$ cat config.mk
export PLATFORM = sky130hd
export DESIGN_NAME = tff_bank
export DESIGN_NICKNAME = d
export VERILOG_FILES = /design/src/rtl/tff_bank.sv
export SDC_FILE = /design/constraint.sdc
export NUM_CORES = 1
export LEC_CHECK = 0
export CAP_MARGIN = 20
export CORE_ASPECT_RATIO = 0.7
export CORE_MARGIN = 5
export CORE_UTILIZATION = 45
export CTS_CLUSTER_SIZE = 12
export DETAILED_ROUTE_END_ITERATION = 10
export PLACE_DENSITY_LB_ADDON = 0.2
export SKIP_CTS_REPAIR_TIMING = 1
export SYNTH_ARGS = -nofsm -noshare
export SYNTH_HDL_FRONTEND = slang
export SYNTH_SLANG_ARGS = --single-unit
$ cat constraint.sdc
create_clock -name clk -period 5.05 [get_ports clk]
set_input_delay 1.515 -clock clk [delete_from_list [all_inputs] [get_ports clk]]
set_output_delay 1.515 -clock clk [all_outputs]
set_load 0.005 [all_outputs]
$ cat src/rtl/tff_bank.sv
// rtl/tff_bank.sv - bank of independent ring time-register channels (TFF_BANK_SAT_EN: saturating writes)
module tff_bank #(
    parameter int RING_SEGS = 59,
    parameter int NUM_CH    = 4,
    localparam int PW       = ($clog2(RING_SEGS) < 1) ? 1 : $clog2(RING_SEGS)
) (
    input  logic                 clk,
    input  logic                 rstb,
    input  logic [NUM_CH-1:0]    we,
    input  logic [NUM_CH-1:0]    re,
    output logic [NUM_CH-1:0]    out,
    output logic [NUM_CH-1:0]    carry,
    output logic [NUM_CH*PW-1:0] pos
);
    localparam logic [1:0] ST_IDLE = 2'd0;
    localparam logic [1:0] ST_WR   = 2'd1;
    localparam logic [1:0] ST_RD   = 2'd2;
    localparam logic [1:0] ST_DONE = 2'd3;

    localparam logic [PW-1:0] LAST = PW'(RING_SEGS - 1);

    for (genvar c = 0; c < NUM_CH; c++) begin : g_ch
        logic [1:0]    state;
        logic [PW-1:0] pos_r;
        logic [PW-1:0] rd_pos;
        logic [PW-1:0] wr_pos;
        logic          at_top;
        logic          wr_carry;
        logic          out_r;
        logic          carry_r;

        assign at_top = (pos_r == LAST);
        assign rd_pos = at_top ? '0 : pos_r + PW'(1);

`ifdef TFF_BANK_SAT_EN
        // sat_seen limits carry to the first saturating edge of a write burst
        logic sat_seen;

        assign wr_pos   = at_top ? pos_r : pos_r + PW'(1);
        assign wr_carry = at_top & ~sat_seen;

        always_ff @(posedge clk) begin
            if (!rstb || (state == ST_WR && !we[c])) begin
                sat_seen <= 1'b0;
            end else if ((state == ST_IDLE || state == ST_WR) && we[c] && at_top) begin
                sat_seen <= 1'b1;
            end
        end
`else
        assign wr_pos   = rd_pos;
        assign wr_carry = at_top;
`endif

        always_ff @(posedge clk) begin
            if (!rstb) begin
                state   <= ST_IDLE;
                pos_r   <= '0;
                out_r   <= 1'b0;
                carry_r <= 1'b0;
            end else begin
                out_r   <= 1'b0;
                carry_r <= 1'b0;
                case (state)
                    ST_IDLE: begin
                        if (we[c]) begin
                            pos_r   <= wr_pos;
                            carry_r <= wr_carry;
                            state   <= ST_WR;
                        end else if (re[c]) begin
                            // a read started at the top position completes immediately
                            pos_r <= rd_pos;
                            out_r <= at_top;
                            state <= at_top ? ST_DONE : ST_RD;
                        end
                    end
                    ST_WR: begin
                        if (we[c]) begin
                            pos_r   <= wr_pos;
                            carry_r <= wr_carry;
                        end else begin
                            state <= ST_IDLE;
                        end
                    end
                    ST_RD: begin
                        if (re[c]) begin
                            pos_r <= rd_pos;
                            out_r <= at_top;
                            state <= at_top ? ST_DONE : ST_RD;
                        end else begin
                            state <= ST_IDLE;
                        end
                    end
                    default: begin
                        if (!re[c]) begin
                            state <= ST_IDLE;
                        end
                    end
                endcase
            end
        end

        assign out[c]           = out_r;
        assign carry[c]         = carry_r;
        assign pos[c*PW +: PW]  = pos_r;
    end

endmodule

==> impl_metrics.tcl, run 1 <==
set metrics [dict create \
    final_common_cell "o21ai_0" \
    core_mm2 0.00784 \
    cp_data_required_time_ps 5230 \
    netlist_area_mm2 0.00360 \
    clk_latency_ps 290 \
    final_cell_mix "o21ai_0 (54), a21oi_1 (52), nand2_1 (42)" \
    initialDrtViolationCount 421 \
    rsz0062_at_grt "false" \
    synthesis.nets 539 \
    pwr-share-clk_pct 18.1 \
    grt_pass1_wl_um 16200 \
    power_switching_mw 0.976 \
    cts.sinks 40 \
    fin_skew_ps 5.59 \
    slew_headroom_pct 45.7 \
    switching_share_pct 44.6 \
    combinationalPowerShare_pct 54.5 \
    clk_path_buf_depth 2 \
    antennaDiodeCount 0 \
    yosysSeqAreaShare_pct 22.2 \
    htreeDepth 2 \
    cts_tree "built" \
    p_leak_nw 1.56 \
    grt_pass1_vias 3398 \
    status "completed" \
    synth_flop_cell "dfxtp_1" \
    dp.cells 609 \
    initial_core_util_pct 46.0 \
    routed_wl_um 9690 \
    setup_violations 0 \
    finalCritPeriodShare_pct 61.1 \
    grt_util_all_layers_pct 19.3 \
    nFillCells 770 \
    via_count 3873 \
    antenna_found_initial 0 \
    grt_max_degree 22 \
    critPathCaptureType "register" \
    die_h_um 84.9 \
    fin_crit_ps 3090 \
    synth_seq_cells 40 \
    multi_input_area_mm2 0.00246 \
    syn_to_final_growth_pct 14.6 \
    worstMarginPinSlew_ps 812 \
    drcViolationCount 0 \
    power.internal_mw 1.21 \
    tns_ps 0 \
    regArea_um2 801 \
    drive_above_1_share_pct 4.26 \
    rows 27 \
    clkTransAtPathRegs_ps 60 \
    yosys_warnings 0 \
    power_mw 2.19 \
    whs_ps 556 \
    reg2reg_slack_ps 3000 \
    nets 549 \
    synthCells 505 \
    cts-root-buf "clkbuf_16" \
    setup_slack_ps 1960 \
    grt_overflow 0 \
    io_pins 42 \
    wl_per_cell_um 15.7 \
    critical_path_class "in2reg" \
    die_x_um 117 \
    ir_worst_vdd_v 0.000253 \
    hold_viol_final 0 \
    report.final.slew_viol_count 0 \
    hpwl_um 6820 \
    viasPerCell 6.28 \
    dr.pass1.iters 7 \
    p_seq_share_pct 27.4 \
    p_per_area_mw_per_mm2 530 \
    worstPathMaxFanout 9 \
    min_path_type "reg2reg" \
    dieArea_mm2 0.00993 \
    port_buffers 41 \
    ys_types 63 \
    synth_edf_count 0 \
    dp_slack_ps 1670 \
    fmax_mhz 324 \
    instances_no_fill 617 \
    antenna_left 0 \
    numCtsBuffers 5 \
    routabilityCongestion 0.891 \
    critPathArrivalTime_ps 3270 \
    synthArstFlopShare_pct 0 \
    syn_area_per_cell_um2 7.14 \
    startpoint_type "input port" \
    maxCapViolations 0 \
]
## power by group through the flow
stage	clock network, mW	logic, mW	registers [mW]
floorplan	0	0.910	0.514
global placement	0	1.15	0.596
detailed placement	0	1.16	0.601
CTS	0.407	1.17	0.595
global route	0.418	1.32	0.624
finish	0.397	1.19	0.600
## stage by stage
stage                     util, %  area [µm²]
after floorplan                 -        3600
after global placement       50.4        3950
after detailed placement     50.4        3950
after CTS                    52.7        4130
after global routing         52.7        4130
final                        52.7        4130
## routing by layer
metal  vias to the layer above  global-route usage (%)  routed length (µm)
met5                         -                       0                   0
met4                         0                    4.38                 100
met3                        11                    4.06                 889
met2                       204                    28.5                4150
met1                      1787                    28.6                4550
li1                       1871                       -                   -
## state kept, by name, indices dropped and copies added (netlist names)
register and flops:
g_ch.state 8, g_ch.pos_r 24, g_ch.carry_r 4, g_ch.out_r 4
## path summary, 6_finish.rpt
kind / start / end / cells past startpoint
setup / recovery: we[1] / g_ch[1].pos_r[4] / 5
hold / removal: g_ch[3].pos_r[0] / g_ch[3].pos_r[0] / 2
setup reg to reg: g_ch[0].state[0] / g_ch[0].state[0] / 6
hold reg to reg: g_ch[3].pos_r[0] / g_ch[3].pos_r[0] / 2
## worst max-delay path, stage by stage
cell             delay (ps)
clkdlybuf4s50_1         630
inv_1                   150
a21oi_1                 500
a32oi_1                 200
o221a_2                 260
## cells in the mapped netlist (3+ instances only)
master | number | area share, %
nor2b_1 | 9 | 1.6
nand2_1 | 42 | 4.4
nor2_1 | 32 | 3.3
ha_1 | 24 | 8.3
buf_4 | 9 | 1.9
a41oi_1 | 4 | 0.97
a22oi_1 | 3 | 0.62
dfxtp_1 | 40 | 22
nand2b_1 | 9 | 1.6
o22ai_1 | 3 | 0.52
buf_2 | 17 | 2.4
nor3_1 | 7 | 0.97
a31oi_1 | 15 | 2.6
o211a_1 | 7 | 1.9
a221oi_1 | 7 | 1.7
nor4b_1 | 4 | 0.97
a211oi_1 | 7 | 1.5
a21oi_1 | 52 | 7.2
o311ai_0 | 4 | 0.97
nand3_1 | 14 | 1.9
or3_1 | 3 | 0.52
inv_1 | 37 | 3.9
a311oi_1 | 3 | 0.73
clkbuf_1 | 13 | 1.4
a21o_1 | 7 | 1.5
o21bai_1 | 3 | 0.62
o31ai_1 | 12 | 2.5
o21ai_0 | 54 | 7.5
nand4_1 | 4 | 0.69
o211ai_1 | 7 | 1.5
and3_1 | 11 | 1.9
## cells by family (layout without fill, tap and decap cells)
logic type,count (synthesis),in the layout,share of synthesized area [%]
flops,40,40,22.2
simple gates,153,153,21.6
compound gates,207,207,37.1
fa+ha+maj,24,24,8.33
buf+inv,77,88,9.55
mux,4,4,1.18
## cell type report
| type | instances | area share (%) |
|---|---|---|
| tap | 101 | 3.06 |
| sequential | 40 | 19.4 |
| timing repair buffer | 42 | 10.1 |
| multi-input combinational | 388 | 59.6 |
| clock buffer | 7 | 3.70 |
| inverter | 38 | 3.45 |
| clock inverter | 1 | 0.727 |
No activity file was read; power rests on OpenSTA's default activity.
==> run 2, diff against run 1 <==
==> constraint.sdc (replaced) <==
create_clock -name clk -period 3.2 [get_ports clk]
set_input_delay 0.96 -clock clk [delete_from_list [all_inputs] [get_ports clk]]
set_output_delay 0.96 -clock clk [all_outputs]
set_load 0.005 [all_outputs]
==> impl_metrics.tcl, run 2 (synthesized netlist as in run 1, its figures left out) <==
set metrics [dict create \
    status "completed" \
    clkTransAtPathRegs_ps 60 \
    viasPerCell 6.15 \
    regMostFlops "g_ch.pos_r" \
    startpoint_type "input port" \
    dr.pass1.iters 5 \
    drive_above_1_share_pct 4.06 \
    critPathArrivalTime_ps 2640 \
    critical_path_class "in2reg" \
    tns_ps 0 \
    initial_core_util_pct 46.0 \
    port_buffers 41 \
    routabilityCongestion 0.905 \
    grt_pass1_wl_um 15900 \
    clk_latency_ps 280 \
    die_h_um 84.9 \
    antenna_found_initial 0 \
    final_common_cell "o21ai_0" \
    fin_crit_ps 2490 \
    drcViolationCount 0 \
    p_per_area_mw_per_mm2 804 \
    fmax_mhz 402 \
    core_mm2 0.00784 \
    cts-root-buf "clkbuf_16" \
    cts_tree "built" \
    io_pins 42 \
    regArea_um2 801 \
    rsz0062_at_grt "false" \
    setup_slack_ps 711 \
    setup_violations 0 \
    dieArea_mm2 0.00993 \
    multi_input_area_mm2 0.00246 \
    cts.sinks 40 \
    hold_viol_final 0 \
    min_path_type "reg2reg" \
    syn_to_final_growth_pct 13.6 \
    maxCapViolations 0 \
    critPathCaptureType "register" \
    p_leak_nw 1.55 \
    dp_slack_ps 457 \
    numCtsBuffers 5 \
    finalCritPeriodShare_pct 77.8 \
    clk_path_buf_depth 2 \
    die_x_um 117 \
    worstPathMaxFanout 15 \
    routed_wl_um 9310 \
    ir_worst_vdd_v 0.000325 \
    hpwl_um 6690 \
    grt_overflow 0 \
    via_count 3801 \
    final_cell_mix "o21ai_0 (54), a21oi_1 (52), nand2_1 (42)" \
    initialDrtViolationCount 400 \
    report.final.slew_viol_count 0 \
    nets 550 \
    grt_util_all_layers_pct 18.8 \
    reg.largest.list "g_ch.pos_r: 24 flops, g_ch.state: 8 flops" \
    largest_reg_flops 24 \
    htreeDepth 2 \
    fin_skew_ps 4.93 \
    antennaDiodeCount 0 \
    worstMarginPinSlew_ps 613 \
    rows 27 \
    wl_per_cell_um 15.1 \
    final_util_pct 52.3 \
    antenna_left 0 \
    nFillCells 766 \
    slew_headroom_pct 59.0 \
    grt_pass1_vias 3318 \
    grt_max_degree 20 \
    cp_data_required_time_ps 3360 \
]
==> run 2: changes by cell type in the layout (fill, tap and decap cells not counted), sizes merged <==
cell    change
clkinv      +1
buf         +1
bufinv      -1
==> run 2: final timing paths <==
| path | from | cells past startpoint | to | slack (ps) |
|---|---|---|---|---|
| setup / recovery | re[3] | 6 | g_ch[3].pos_r[4] | 710 |
| hold / removal | g_ch[3].state[1] | 2 | g_ch[3].state[1] | 530 |
| setup reg to reg | g_ch[2].state[0] | 7 | g_ch[2].pos_r[0] | 1210 |
| hold reg to reg | g_ch[3].state[1] | 2 | g_ch[3].state[1] | 530 |
==> run 2: per-stage QoR <==
stage | instance area (µm²) | total power [mW] | cells | hold WS [ps]
3_3_place_gp | 3960 | 2.75 | 610 | 514
4_1_cts | 4100 | 3.28 | 618 | 537
5_1_grt | 4100 | 3.60 | 618 | 567
6_report | 4100 | 3.29 | 618 | 533
2_1_floorplan | 3600 | 2.25 | 505 | 485
3_5_place_dp | 3960 | 2.77 | 610 | 518
==> run 2: power by group <==
part / internal [mW] / leakage, nW / switching [mW]
registers: 0.644 / 0.328 / 0.301
logic: 0.857 / 1.15 / 0.992
clock network: 0.291 / 0.0681 / 0.209
==> run 2: layer usage <==
layer	global-route usage (%)	vias to the layer above	share of wire, %
li1	-	1879	-
met1	28.7	1782	50
met2	27.6	133	43
met3	3.49	7	6.3
met4	3.44	0	0.62
met5	0	-	0
==> run 2: critical path, stage by stage <==
cell and delay [ps]:
clkdlybuf4s50_1 650, o21ai_0 390, o22ai_1 110, a221oi_1 270
o22a_1 180, a31oi_1 80
==> run 2: final cells by class <==
cell class,count,share of cell area [%]
Sequential cell,40,19.5
Inverter,38,3.48
Clock buffer,7,3.24
Clock inverter,1,0.214
Tap cell,101,3.08
Multi-Input combinational cell,388,60.0
Timing Repair Buffer,43,10.4
